**src/rtl/even_odd_pkg.sv**
```systemverilog
// Shared definitions for the even_odd core front-end: dispatch FSM encoding and width defaults.
package even_odd_pkg;

   localparam int DW_DEF    = 32;
   localparam int TAG_W_DEF = 4;

   typedef enum logic [1:0] {
      IDLE   = 2'd0,
      LAUNCH = 2'd1,
      WAIT   = 2'd2
   } state_t;

endpackage

```
**src/rtl/even_odd_res_fifo.sv**
```systemverilog
// Synchronous result FIFO of {data,tag,err} entries; head entry is presented straight from storage.
module even_odd_res_fifo #(
   parameter  int DW    = 32,
   parameter  int TAG_W = 4,
   parameter  int DEPTH = 4,
   localparam int AW    = $clog2(DEPTH),
   localparam int CW    = AW + 1
) (
   input  logic             clk,
   input  logic             rst,
   input  logic             push,
   input  logic [DW-1:0]    push_data,
   input  logic [TAG_W-1:0] push_tag,
   input  logic             push_err,
   input  logic             pop,
   output logic             rd_valid,
   output logic [DW-1:0]    rd_data,
   output logic [TAG_W-1:0] rd_tag,
   output logic             rd_err,
   output logic [CW-1:0]    count
);

   typedef struct packed {
      logic [DW-1:0]    data;
      logic [TAG_W-1:0] tag;
      logic             err;
   } entry_t;

   entry_t        mem [DEPTH];
   logic [AW-1:0] wr_ptr, rd_ptr;
   logic          do_push, do_pop;

   assign do_push  = push & (count != CW'(DEPTH));
   assign do_pop   = pop & (count != '0);
   assign rd_valid = (count != '0);
   assign rd_data  = mem[rd_ptr].data;
   assign rd_tag   = mem[rd_ptr].tag;
   assign rd_err   = mem[rd_ptr].err;

   always_ff @(posedge clk) begin
      if (rst) begin
         wr_ptr <= '0;
         rd_ptr <= '0;
         count  <= '0;
         for (int i = 0; i < DEPTH; i++) mem[i] <= '0;
      end else begin
         if (do_push) begin
            mem[wr_ptr] <= '{data: push_data, tag: push_tag, err: push_err};
            wr_ptr      <= wr_ptr + 1'b1;
         end
         if (do_pop) rd_ptr <= rd_ptr + 1'b1;
         count <= count + CW'(do_push) - CW'(do_pop);
      end
   end

endmodule

```
**src/rtl/even_odd_dispatch.sv**
```systemverilog
// Job front-end for the even_odd core: one-entry job buffer, start/done handshake, tagged result FIFO.
// Optional JOB_TIMEOUT_EN adds a WAIT watchdog that aborts the core and returns an error result.
module even_odd_dispatch
   import even_odd_pkg::*;
#(
   parameter  int DW             = DW_DEF,
   parameter  int TAG_W          = TAG_W_DEF,
   parameter  int RES_DEPTH      = 4,
   parameter  int TIMEOUT_CYCLES = 1024,
   localparam int CW             = $clog2(RES_DEPTH) + 1
) (
   input  logic             ap_clk,
   input  logic             ap_rst,
   input  logic             job_valid,
   output logic             job_ready,
   input  logic [DW-1:0]    job_s,
   input  logic [DW-1:0]    job_e,
   output logic             core_start,
   output logic [DW-1:0]    core_s,
   output logic [DW-1:0]    core_e,
   input  logic             core_done,
   input  logic             core_idle,
   input  logic [DW-1:0]    core_return,
   output logic             core_rst,
   output logic             res_valid,
   input  logic             res_ready,
   output logic [DW-1:0]    res_data,
   output logic [TAG_W-1:0] res_tag,
   output logic             res_err
);

   state_t           state_q, state_d;
   logic             buf_full;
   logic [DW-1:0]    buf_s, buf_e;
   logic [TAG_W-1:0] buf_tag, tag_cnt, run_tag;
   logic [CW-1:0]    fifo_count;
   logic             accept, launch_go, timeout;
   logic             push, push_err, pop;
   logic [DW-1:0]    push_data;

   assign job_ready = ~buf_full;
   assign accept    = job_valid & ~buf_full;
   assign pop       = res_valid & res_ready;
   // Launch only with a free FIFO slot, so the eventual push can never be dropped.
   assign launch_go = (state_q == IDLE) & buf_full & core_idle & (fifo_count < CW'(RES_DEPTH));

`ifdef JOB_TIMEOUT_EN
   localparam int TO_W = $clog2(TIMEOUT_CYCLES + 1);
   logic [TO_W-1:0] to_cnt;

   always_ff @(posedge ap_clk) begin
      if (ap_rst || state_q != WAIT) to_cnt <= '0;
      else                           to_cnt <= to_cnt + 1'b1;
   end

   assign timeout  = (state_q == WAIT) & (to_cnt == TO_W'(TIMEOUT_CYCLES - 1));
   assign core_rst = timeout & ~core_done;
`else
   logic unused_timeout;
   assign unused_timeout = (TIMEOUT_CYCLES == 0);
   assign timeout        = 1'b0;
   assign core_rst       = 1'b0;
`endif

   always_comb begin
      state_d    = state_q;
      core_start = 1'b0;
      push       = 1'b0;
      push_data  = core_return;
      push_err   = 1'b0;
      case (state_q)
         IDLE:   if (launch_go) state_d = LAUNCH;
         LAUNCH: begin
            core_start = 1'b1;
            state_d    = WAIT;
         end
         WAIT: begin
            // core_done takes priority over a coincident watchdog expiry
            if (core_done) begin
               push    = 1'b1;
               state_d = IDLE;
            end else if (timeout) begin
               push      = 1'b1;
               push_data = '0;
               push_err  = 1'b1;
               state_d   = IDLE;
            end
         end
         default: state_d = IDLE;
      endcase
   end

   always_ff @(posedge ap_clk) begin
      if (ap_rst) begin
         state_q  <= IDLE;
         buf_full <= 1'b0;
         buf_s    <= '0;
         buf_e    <= '0;
         buf_tag  <= '0;
         tag_cnt  <= '0;
         run_tag  <= '0;
         core_s   <= '0;
         core_e   <= '0;
      end else begin
         state_q <= state_d;
         if (accept) begin
            buf_full <= 1'b1;
            buf_s    <= job_s;
            buf_e    <= job_e;
            buf_tag  <= tag_cnt;
            tag_cnt  <= tag_cnt + 1'b1;
         end else if (state_q == LAUNCH) begin
            buf_full <= 1'b0;
         end
         // Operands land before LAUNCH so they are valid alongside core_start.
         if (launch_go) begin
            core_s  <= buf_s;
            core_e  <= buf_e;
            run_tag <= buf_tag;
         end
      end
   end

   even_odd_res_fifo #(
      .DW    (DW),
      .TAG_W (TAG_W),
      .DEPTH (RES_DEPTH)
   ) u_res_fifo (
      .clk       (ap_clk),
      .rst       (ap_rst),
      .push      (push),
      .push_data (push_data),
      .push_tag  (run_tag),
      .push_err  (push_err),
      .pop       (pop),
      .rd_valid  (res_valid),
      .rd_data   (res_data),
      .rd_tag    (res_tag),
      .rd_err    (res_err),
      .count     (fifo_count)
   );

endmodule
```
**config.mk**
```make
export PLATFORM = sky130hd
export DESIGN_NAME = even_odd_dispatch
export DESIGN_NICKNAME = d
export VERILOG_FILES = /design/src/rtl/even_odd_pkg.sv /design/src/rtl/even_odd_res_fifo.sv /design/src/rtl/even_odd_dispatch.sv
export SDC_FILE = /design/constraint.sdc
export NUM_CORES = 1
export LEC_CHECK = 0
export BUFFER_PORTS_ARGS = -buffer_cell sky130_fd_sc_hd__buf_2
export CAP_MARGIN = 20
export CORE_ASPECT_RATIO = 2
export CORE_UTILIZATION = 55
export DETAILED_ROUTE_END_ITERATION = 8
export PLACE_DENSITY = 0.78
export SYNTH_ARGS = -nofsm -noshare
export SYNTH_HDL_FRONTEND = slang
export SYNTH_SLANG_ARGS = --single-unit
```
**constraint.sdc**
```tcl
create_clock -name ap_clk -period 2.9 [get_ports ap_clk]
set_clock_uncertainty 0.2 [all_clocks]
set_input_delay 0.145 -clock ap_clk [delete_from_list [all_inputs] [get_ports ap_clk]]
set_output_delay 0.145 -clock ap_clk [all_outputs]
set_load 0.1 [all_outputs]
```
# Yosys cells after proc, flatten, opt, wreduce, memory -nomap -nowiden
# Memory sizes are Yosys's and may differ from the RTL's. A register that Yosys moved wholly into a read port is not among the register bits.
# Cells that the tools add are included.
dict set report word_totals {
  output_inout_bits 105
  register_bits 150
  mem_count 1
  in_bits 102
  mem_bits_rw 144
}
dict set report classes {
  add_sub_neg 5
  bitwise 8
  muxes 18
  n_reduce_logical 5
  n_lt_le_gt_ge 1
  n_eq_ne 5
}
# memory depth word_bits rd rd_ports_with_merged_regs wr line
set mem_list {}
lappend mem_list {u_res_fifo.mem 4 36 1 1 4 even_odd_res_fifo.sv:29} ;# entry_t mem [DEPTH];
# op count
set ops {}
lappend ops {{$mux W36} 1}
lappend ops {{$reduce_or A36 Y1} 1}
lappend ops {{$mux W1} 11}
lappend ops {{$mux W2} 5}
lappend ops {{$and A1 B1 Y1} 7}
lappend ops {{$pmux W2 S3} 1}
lappend ops {{$add A2 B1 Y2 const B} 2}
lappend ops {{$add A4 B1 Y4 const B} 1}
lappend ops {{$ne A2 B2 Y1 const B} 2}
lappend ops {{$add A3 B1 Y3} 1}
lappend ops {{$lt A3 B3 Y1 const B} 1}
lappend ops {{$ne A3 B3 Y1 const B} 1}
lappend ops {{$reduce_bool A3 Y1} 1}
lappend ops {{$sub A3 B1 Y3} 1}
lappend ops {{$eq A2 B1 Y1 const B} 1}
lappend ops {{$eq A2 B2 Y1 const B} 1}
lappend ops {{$logic_not A2 Y1} 1}
lappend ops {{$reduce_and A2 Y1} 1}
lappend ops {{$reduce_bool A2 Y1} 1}
lappend ops {{$not A1 Y1} 1}

# Logic depth before layout (Yosys ltp)
# Gate-level depths: netlist of the first run.
dict set report depth {
  depth_word 8
  ltp_mapped 10
  ltp_nobuf 9
}

# By module
# From an unflattened synthesis of the first run, not the netlist that was laid out.
dict set report unflattened {
  hier_cells 1031
  hier_area_um2 12441.9
}
# module seq_area_each_um2 instances area_per_inst_um2 cells_each
set by_module_without_submodules {}
lappend by_module_without_submodules {even_odd_res_fifo 4624.4 1 6800.3 404}
lappend by_module_without_submodules {even_odd_dispatch 2862.7 1 5641.7 627}

# Worst setup path before layout of the first run
# No wires, ideal clock.
dict set report synth_timing {
  path_type {reg-to-reg}
  start {reg state_q[0]}
  end {mem u_res_fifo.mem[1][0] (netlist name) (enable)}
  stages_incl_launch_ff 5
  required_ns 2.301
  path_slack_ns 0.532
  path_buffers 1
  setup_ns 0.399
  arrival_time_ns 1.769
  cell_sequence {dfxtp_1 > and3b_1 > buf_2 > nand4_4 > nand2b_1}
}
# item line
set synth_rtl {}
lappend synth_rtl {{from (decl)} even_odd_dispatch.sv:32} ;# state_t state_q, state_d;
lappend synth_rtl {{from (signal assigned)} even_odd_dispatch.sv:105} ;# state_q <= state_d;
lappend synth_rtl {{to (decl)} even_odd_res_fifo.sv:29}

# Worst setup path in the final report of the first run
dict set report layout_timing {
  start {reg buf_full}
  end {reg buf_e[13]}
}
dict set report layout_between {
  elab_chain_cells 2
}
# item line
set layout_rtl {}
lappend layout_rtl {{from (decl)} even_odd_dispatch.sv:33} ;# logic buf_full;
lappend layout_rtl {{from (signal assigned)} even_odd_dispatch.sv:96} ;# buf_full <= 1'b0;
lappend layout_rtl {{from (signal assigned)} even_odd_dispatch.sv:107} ;# buf_full <= 1'b1;
lappend layout_rtl {{from (signal assigned)} even_odd_dispatch.sv:113} ;# buf_full <= 1'b0;
lappend layout_rtl {{$not A1 Y1} even_odd_dispatch.sv:42} ;# assign accept = job_valid & ~buf_full;
lappend layout_rtl {{$and A1 B1 Y1} even_odd_dispatch.sv:42}
lappend layout_rtl {{to (signal assigned)} even_odd_dispatch.sv:109} ;# buf_e <= job_e;
lappend layout_rtl {{to (decl)} even_odd_dispatch.sv:34} ;# logic [DW-1:0] buf_s, buf_e;
# Every way passes these cells.
# A chain may end at the register's enable or synchronous reset.

==> results of run 1 <==
==> report_power, final <==
| group | total (W) | switching, W | internal [W] | leakage [nW] |
|---|---|---|---|---|
| registers | 0.00473 | 0.000159 | 0.00457 | 2.72 |
| logic | 0.00314 | 0.00225 | 0.000891 | 2.81 |
| clock network | 0.00332 | 0.00148 | 0.00185 | 0.380 |
==> per-layer routing <==
metal / wire length, um / share of wire / vias up / GRT usage
li1: - / - / 4155 / -
met1: 10100 / 0.36 / 4175 / 0.264
met2: 15200 / 0.54 / 313 / 0.471
met3: 1510 / 0.054 / 79 / 0.0374
met4: 1210 / 0.043 / 0 / 0.126
met5: 0 / 0 / - / 0
==> per-stage QoR <==
| stage | utilization | total power, W | worst slack (ps) |
|---|---|---|---|
| 5_1_grt | 0.714 | 0.0116 | 59.0 |
| 2_1_floorplan | - | 0.00735 | 532 |
| 4_1_cts | 0.714 | 0.0113 | 223 |
| 3_5_place_dp | 0.616 | 0.00783 | 409 |
| 3_3_place_gp | 0.616 | 0.00780 | 458 |
| 6_report | 0.714 | 0.0112 | 191 |
==> cells in the final DEF (no fill, tap or decap), types with 3 or more instances in the layout <==
| cell | count |
|---|---|
| buf_2 | 203 |
| nand2b_1 | 170 |
| nor2_1 | 153 |
| dfxtp_1 | 150 |
| edfxtp_1 | 144 |
| nand2_1 | 138 |
| dlygate4sd3_1 | 133 |
| a21oi_1 | 73 |
| mux2i_1 | 68 |
| mux4_2 | 36 |
| clkbuf_16 | 25 |
| buf_4 | 11 |
| inv_1 | 6 |
| buf_12 | 6 |
| clkbuf_1 | 5 |
| clkinv_1 | 5 |
| nand2b_2 | 4 |
| nand4_4 | 3 |
| xor2_1 | 3 |
| ha_1 | 3 |
| bufinv_16 | 3 |
| clkinv_2 | 3 |
==> logic make-up after synthesis <==
| kind of cell | count (synthesis) |
|---|---|
| DFF | 296 |
| adders and majority gates | 4 |
| buffers and inverters | 85 |
| AOI/OAI and AO/OA | 78 |
| muxes | 105 |
| other | 1 |
| and+or+nand+nor | 483 |
| xor gates and xnor gates | 5 |
==> cell type report <==
cell class | count | share of cell area
sequential | 296 | 0.476
multi-input combinational | 677 | 0.284
inverter | 8 | 0.00194
timing repair buffer | 354 | 0.165
tap | 273 | 0.0221
clock inverter | 14 | 0.00937
clock buffer | 30 | 0.0416
==> flip-flops by register name, indices dropped and copies added (netlist names), named ones only <==
signal	count
u_res_fifo.count	3
buf_tag	4
u_res_fifo.mem	144
u_res_fifo.rd_ptr	2
core_s	32
buf_e	32
buf_s	32
run_tag	4
buf_full	1
state_q	2
tag_cnt	4
u_res_fifo.wr_ptr	2
core_e	32
==> worst min-delay path by stage <==
stage                   start                       to  slack (ps)  cells past startpoint
floorplan            job_e[0]    buf_e[0]$_SDFFE_PP0P_          80                      2
global placement    job_s[10]   buf_s[10]$_SDFFE_PP0P_         190                      3
detailed placement   job_s[2]    buf_s[2]$_SDFFE_PP0P_         190                      3
CTS                 core_idle  core_e[28]$_SDFFE_PP0P_         150                      5
global route        core_idle   core_e[0]$_SDFFE_PP0P_         170                      5
finish              core_idle  run_tag[3]$_SDFFE_PP0P_         120                      5
==> repair_timing <==
action / 4_1_cts / 5_1_grt
buffers inserted: 0 / 0
gates resized for setup: 0 / 0
hold buffers: 133 / 0
endpoints found under the hold margin: 218 / 0
==> worst max-delay path: stages (launching register included) <==
cell and delay (ps):
dfxtp_1 370, nor2b_4 650, nand2_1 90, dlygate4sd3_1 600, a21oi_1 160, dlygate4sd3_1 580
==> results_dict.tcl, run 1 <==
set metrics [dict create \
    run_status "completed" \
    seq_area_frac_synth 0.604 \
    yosysTopAreaCellShare 0.355 \
    clk_pin_slew_worst_paths_ps 80 \
    dieArea_um2 22800 \
    cts.htree.levels 1 \
    design_area_um2 15500 \
    fillers 1451 \
    netlist_top_cells_area "edfxtp_1, dfxtp_1, nand2b_1" \
    synth_edf_count 144 \
    finalSetupTns_ps 0 \
    drive_gt1_frac 0.224 \
    grt_pass1_vias 9087 \
    synth_compound_area_frac 0.0332 \
    overflow 0 \
    cts_tree "yes" \
    antenna_found_initial 0 \
    syn-instance-count 1057 \
    worstPathArrival_ps 2980 \
    dr.pass1.iters 4 \
    worstHoldPathType "in2reg" \
    rsz0062_at_grt "false" \
    die_w_um 107 \
    synth_area_leader_cell "edfxtp_1" \
    gp_congestion 0.779 \
    multi_input_area_um2 4390 \
    syn_to_final_growth_pct 27.0 \
    power_density_nw_per_um2 723 \
    startpoint "buf_full$_SDFFE_PP0P_" \
    fin_crit_sh 0.934 \
    crit_path_end_kind "register" \
    synth_top_family_by_area "simple AND/OR/NAND/NOR gates" \
    ys_top_cells_by_count "nand2b_1, nor2_1, dfxtp_1, edfxtp_1, nand2_1" \
    synth_area_per_cell_um2 11.5 \
    drt-vias-per-instance 5.28 \
    portBuffers 204 \
    stdcell_count 1652 \
    fmax_mhz 369 \
    synth_ff_type "dfxtp_1" \
    p_leak_nw 5.92 \
    n_antenna_cell 0 \
    yosys_register_bits 296 \
    clk_latency_ps 530 \
    endpoint "buf_e[13]$_SDFFE_PP0P_" \
    regToRegStartpoint "buf_full$_SDFFE_PP0P_" \
    synth-simple-area-share 0.193 \
    setup_violations 0 \
    r2r_cells 5 \
    fin_hold_ws_ps 121 \
    fin_crit_ps 2710 \
    ys_async_sr_fraction 0 \
    synth.most_common_cell "nand2b_1" \
    num_vias 8722 \
    track_usage 0.250 \
    wl_mm 28.0 \
    grt_start_max_net_pins 158 \
    cts.sinks 296 \
    maxCapViolations 0 \
    grt_pass1_wl_mm 44.2 \
    required_ps 3170 \
    rows 76 \
    coreArea_um2 21700 \
    synth_fa_ha_area_frac 0.00472 \
    cts_made_buffers 24 \
    route.detailed.drc 0 \
    finalMaxSlewViolations 0 \
    initial_core_util 0.562 \
    die_height_um 213 \
    path_max_fanout 29 \
    r2r_slack_ps 190 \
    synth-xor-area-share 0.00359 \
    ys_types 40 \
    hpwlAfterDp_mm 15.5 \
    crit_path_start_kind "register" \
    ir_drop_v 0.000830 \
    dpl_cell_area_um2 13400 \
    synthMuxAreaShare 0.124 \
    worst_slew_pin_slew_ps 1060 \
    hold_violations 0 \
    pin_count 207 \
    critical_path_class "reg2reg" \
    final_nets 1467 \
    ys_warn_count 0 \
    synth_area_um2 12200 \
    post_drt_wl_per_cell_um 17.0 \
    first_iter_violations 444 \
    drt.antenna.violating_nets 0 \
    placedCellCount 1475 \
    cts_root_buffer "clkbuf_16" \
    clock_path_buffers 3 \
    timing.rr.end "buf_e[13]$_SDFFE_PP0P_" \
    seqCellArea_um2 7370 \
    max_slew_margin 0.294 \
]
No activity file was read; power rests on OpenSTA's default activity.
==> inputs of run 2 (changes only) <==
- CORE_MARGIN: not set -> 2
- REMOVE_ABC_BUFFERS: not set -> 1
==> run 2 against run 1 <==
Global-route usage down 1.2 points; combinational power is essentially flat; critical endpoint is now res_data[7]; fmax grew 3.8%; sequential cell count unchanged; wire length is 2.8% lower; utilization is 1.1 points lower; setup slack better by 100 ps; sequential power barely moved; highest routed layer unchanged.
==> results_dict.tcl, run 2 (same netlist as run 1, synthesis figures left out) <==
set metrics [dict create \
    fmax_mhz 383 \
    critical_path_class "reg2out" \
    setup_violations 0 \
    timing.rr.end "buf_s[18]$_SDFFE_PP0P_" \
    overflow 0 \
    finalMaxSlewViolations 0 \
    cts.htree.levels 1 \
    grt_start_max_net_pins 114 \
    hold_violations 0 \
    post_drt_wl_per_cell_um 16.6 \
    fin_hold_ws_ps 195 \
    hpwlAfterDp_mm 15.3 \
    die_w_um 109 \
    pin_count 207 \
    p_leak_nw 5.97 \
    syn_to_final_growth_pct 26.7 \
    power_density_nw_per_um2 739 \
    n_antenna_cell 0 \
    path_max_fanout 12 \
    grt_pass1_wl_mm 44.2 \
    track_usage 0.238 \
    crit_path_end_kind "output port" \
    clk_latency_ps 530 \
    dr.pass1.iters 4 \
    cts.sinks 296 \
    cts_made_buffers 26 \
    clk_pin_slew_worst_paths_ps 70 \
    die_height_um 215 \
    antenna_found_initial 0 \
    first_iter_violations 435 \
    crit_path_start_kind "register" \
    worst_slew_pin_slew_ps 727 \
    num_vias 8681 \
    portBuffers 204 \
    r2r_cells 5 \
    coreArea_um2 22000 \
    required_ps 2560 \
    fin_crit_sh 0.900 \
    regMostFlops "u_res_fifo.mem" \
    max_slew_margin 0.515 \
    largest_reg_flops 144 \
    rsz0062_at_grt "false" \
    wl_mm 27.2 \
    gp_congestion 0.726 \
    grt_pass1_vias 9177 \
    regToRegStartpoint "buf_full$_SDFFE_PP0P_" \
    maxCapViolations 0 \
    endpoint "res_data[7]" \
    final_common_cell "buf_2" \
    final_nets 1454 \
    cts_root_buffer "clkbuf_16" \
    drt.antenna.violating_nets 0 \
    ctsResizeCount 0 \
    r2r_slack_ps 420 \
    dieArea_um2 23400 \
    layout_common_cells "buf_2, nand2b_1, nor2_1" \
    initial_core_util 0.555 \
    route.detailed.drc 0 \
    worstPathArrival_ps 2260 \
    worstHoldPathType "in2reg" \
    clock_path_buffers 3 \
    cts_tree "yes" \
    drive_gt1_frac 0.234 \
    drt-vias-per-instance 5.28 \
    fin_crit_ps 2610 \
    finalSetupTns_ps 0 \
    rows 77 \
    ir_drop_v 0.000605 \
    fillers 1520 \
    run_status "completed" \
]
run 2: worst min path at each step:
stage                          from                        endpoint  slack (ps)  cells past startpoint
final                      job_e[9]           buf_e[9]$_SDFFE_PP0P_         200                      4
after global routing       job_e[9]           buf_e[9]$_SDFFE_PP0P_         190                      4
after CTS                 job_e[24]          buf_e[24]$_SDFFE_PP0P_         160                      4
after detailed placement   job_e[5]           buf_e[5]$_SDFFE_PP0P_         190                      3
after global placement    job_s[17]          buf_s[17]$_SDFFE_PP0P_         180                      3
after floorplan              ap_rst  u_res_fifo.count[1]$_SDFF_PP0_          10                      1
run 2: cell type report:
| class | instances | area, um2 | share of cell area |
|---|---|---|---|
| clock buffers | 39 | 823 | 0.0533 |
| clock inverters | 8 | 67.6 | 0.00437 |
| inverters | 8 | 30.0 | 0.00194 |
| multi-input cells | 677 | 4390 | 0.284 |
| flip-flops and latches | 296 | 7370 | 0.477 |
| well taps | 276 | 345 | 0.0223 |
| repair buffers | 339 | 2420 | 0.157 |
run 2: stage by stage:
step	total power, W	worst slack [ps]	utilization	std cells	cell area, um2
after floorplan	0.00730	-8030	-	981	11800
after global placement	0.00783	658	0.610	1479	13400
after detailed placement	0.00787	601	0.610	1479	13400
after CTS	0.0115	224	0.703	1643	15500
after global routing	0.0118	172	0.703	1643	15500
final	0.0114	291	0.703	1643	15500
run 2: what timing repair did:
| item | CTS | global route |
|---|---|---|
| setup endpoints to repair | 0 | 0 |
| buffers inserted | 0 | 0 |
| hold endpoints to repair | 217 | 0 |
| hold buffers | 117 | 0 |
run 2: per-layer routing:
metal | share of wire | global-route usage | wire (um)
met5 | 0 | 0 | 0
met2 | 0.55 | 0.445 | 15000
met3 | 0.060 | 0.0426 | 1620
met4 | 0.029 | 0.0840 | 798
met1 | 0.36 | 0.260 | 9830
run 2: where the power goes:
| group | switching, W | total, W | leakage (nW) | internal [W] |
|---|---|---|---|---|
| combinational | 0.00225 | 0.00315 | 2.79 | 0.000899 |
| clock | 0.00148 | 0.00353 | 0.453 | 0.00205 |
| sequential | 0.000152 | 0.00473 | 2.72 | 0.00457 |
| total | 0.00389 | 0.0114 | 5.97 | 0.00752 |
run 2: worst max-delay path: stages (launching register included):
cell	delay, ps
dfxtp_2	640
buf_12	220
mux4_2	550
buf_2	320
==> inputs of run 3 (changes only) <==
- PLACE_DENSITY: 0.78 -> 0.84
==> run 3 against run 2 <==
First-iteration DRC count down 22%; setup slack got worse by 16 ps; utilization barely moved; design area is essentially flat; register-to-register slack got worse by 140 ps; critical path type is now reg2reg; clock power about the same.
==> results_dict.tcl, run 3 (same netlist as run 1, synthesis figures left out) <==
set metrics [dict create \
    clock_path_buffers 3 \
    rows 77 \
    n_antenna_cell 0 \
    antenna_found_initial 0 \
    dpl_cell_area_um2 13400 \
    grt_pass1_vias 9234 \
    run_status "completed" \
    setup_violations 0 \
    num_vias 8727 \
    fmax_mhz 381 \
    crit_buf_inv 2 \
    fin_crit_sh 0.905 \
    post_drt_wl_per_cell_um 17.1 \
    cts.htree.levels 1 \
    hpwlAfterDp_mm 16.2 \
    fin_crit_ps 2620 \
    design_area_um2 15500 \
    rsz0062_at_grt "false" \
    fillers 1464 \
    critPathTopFamily "buffers and inverters" \
    cts_root_buffer "clkbuf_16" \
    coreArea_um2 22000 \
    portBuffers 204 \
    worst_slew_pin_slew_ps 1040 \
    cts_made_buffers 25 \
    p_leak_nw 5.92 \
    layout_common_cells "buf_2, nand2b_1, nor2_1" \
    die_w_um 109 \
    cts.sinks 296 \
    clk_pin_slew_worst_paths_ps 80 \
    largest_reg_flops 144 \
    path_max_fanout 37 \
    drt-vias-per-instance 5.30 \
    maxCapViolations 0 \
    dr.pass1.iters 4 \
    cp_cell_sequence "nand2b_2 -> buf_12 -> nand2_1 -> a21oi_1 -> dlygate4sd3_1" \
    cts_tree "yes" \
    regMostFlops "u_res_fifo.mem" \
    first_iter_violations 338 \
    hold_violations 0 \
    cts_setup_buffers 0 \
    hold_depth 4 \
    stdcell_count 1647 \
    track_usage 0.246 \
    drive_gt1_frac 0.230 \
    pin_count 207 \
    placedCellCount 1480 \
    max_stage_delay_ps 690 \
    path_depth 5 \
    crit_path_start_kind "register" \
    r2r_cells 5 \
    finalMaxSlewViolations 0 \
    ir_drop_v 0.000642 \
    worstPathArrival_ps 2900 \
    cp_slowest_cell "nand2b_2" \
    drt.antenna.violating_nets 0 \
    final_common_cell "buf_2" \
    utilization 0.704 \
    route.detailed.drc 0 \
    initial_core_util 0.555 \
    die_height_um 215 \
    gp_congestion 0.822 \
    crit_path_end_kind "register" \
    critical_path_class "reg2reg" \
    required_ps 3180 \
    grt_pass1_wl_mm 45.3 \
    max_slew_margin 0.307 \
    overflow 0 \
    worstHoldPathType "in2reg" \
    syn_to_final_growth_pct 26.8 \
    wl_mm 28.2 \
    dieArea_um2 23400 \
    clk_latency_ps 540 \
    power_density_nw_per_um2 741 \
    final_nets 1458 \
    grt_start_max_net_pins 137 \
]
-- run 3: cell count changes in the layout (fill, tap and decap cells not counted) --
cell	change
clkinvlp_4	+2
inv_8	+1
buf_4	+2
inv_1	-1
clkbuf_2	-1
clkbuf_8	-8
clkbuf_16	-3
clkinv_1	+5
dlygate4sd3_1	+4
buf_12	-1
clkinvlp_2	+1
bufinv_16	+4
clkinv_2	-1
-- run 3: per-layer routing --
layer  GRT usage  part of all wire
met1       0.267              0.36
met2       0.449              0.55
met3      0.0404             0.050
met4       0.119             0.045
met5           0                 0
-- run 3: worst reg2reg max path, stage by stage (launching register included) --
cell	delay (ps)
dfxtp_1	440
nand2b_2	690
buf_12	300
nand2_1	120
a21oi_1	230
dlygate4sd3_1	590
-- run 3: final cells by class --
| class | instances | area [um2] | area share |
|---|---|---|---|
| sequential | 296 | 7370 | 0.477 |
| multi-input combinational | 677 | 4390 | 0.284 |
| timing repair buffer | 344 | 2460 | 0.159 |
| clock buffer | 27 | 633 | 0.0410 |
| tap | 276 | 345 | 0.0223 |
| clock inverter | 19 | 229 | 0.0148 |
| inverter | 8 | 30.0 | 0.00194 |
-- run 3: worst paths after layout --
check	from	endpoint	slack, ps
max	buf_full$_SDFFE_PP0P_	buf_s[16]$_SDFFE_PP0P_	280
min	job_e[17]	buf_e[17]$_SDFFE_PP0P_	200
max reg2reg	buf_full$_SDFFE_PP0P_	buf_s[16]$_SDFFE_PP0P_	280
min reg2reg	buf_e[0]$_SDFFE_PP0P_	buf_e[0]$_SDFFE_PP0P_	260
-- run 3: through the flow --
step / total power [W] / hold WS (ps) / setup slack, ps / setup TNS, ps
after global placement: 0.00782 / 185 / 466 / 0
after detailed placement: 0.00787 / 190 / 401 / 0
final: 0.0115 / 196 / 275 / 0
after global routing: 0.0119 / 195 / 164 / 0
after CTS: 0.0115 / 166 / 278 / 0
after floorplan: 0.00730 / 11.7 / -8030 / -575530
-- run 3: where the power goes --
| part | leakage, nW | total [W] | switching (W) | internal [W] |
|---|---|---|---|---|
| clock network | 0.416 | 0.00355 | 0.00152 | 0.00204 |
| registers | 2.72 | 0.00473 | 0.000161 | 0.00457 |
| logic | 2.78 | 0.00318 | 0.00228 | 0.000900 |
-- run 3: repair_timing --
item | CTS | global route
endpoints found under the hold margin | 222 | 0
hold buffers | 121 | 0
resized for setup | 0 | 0
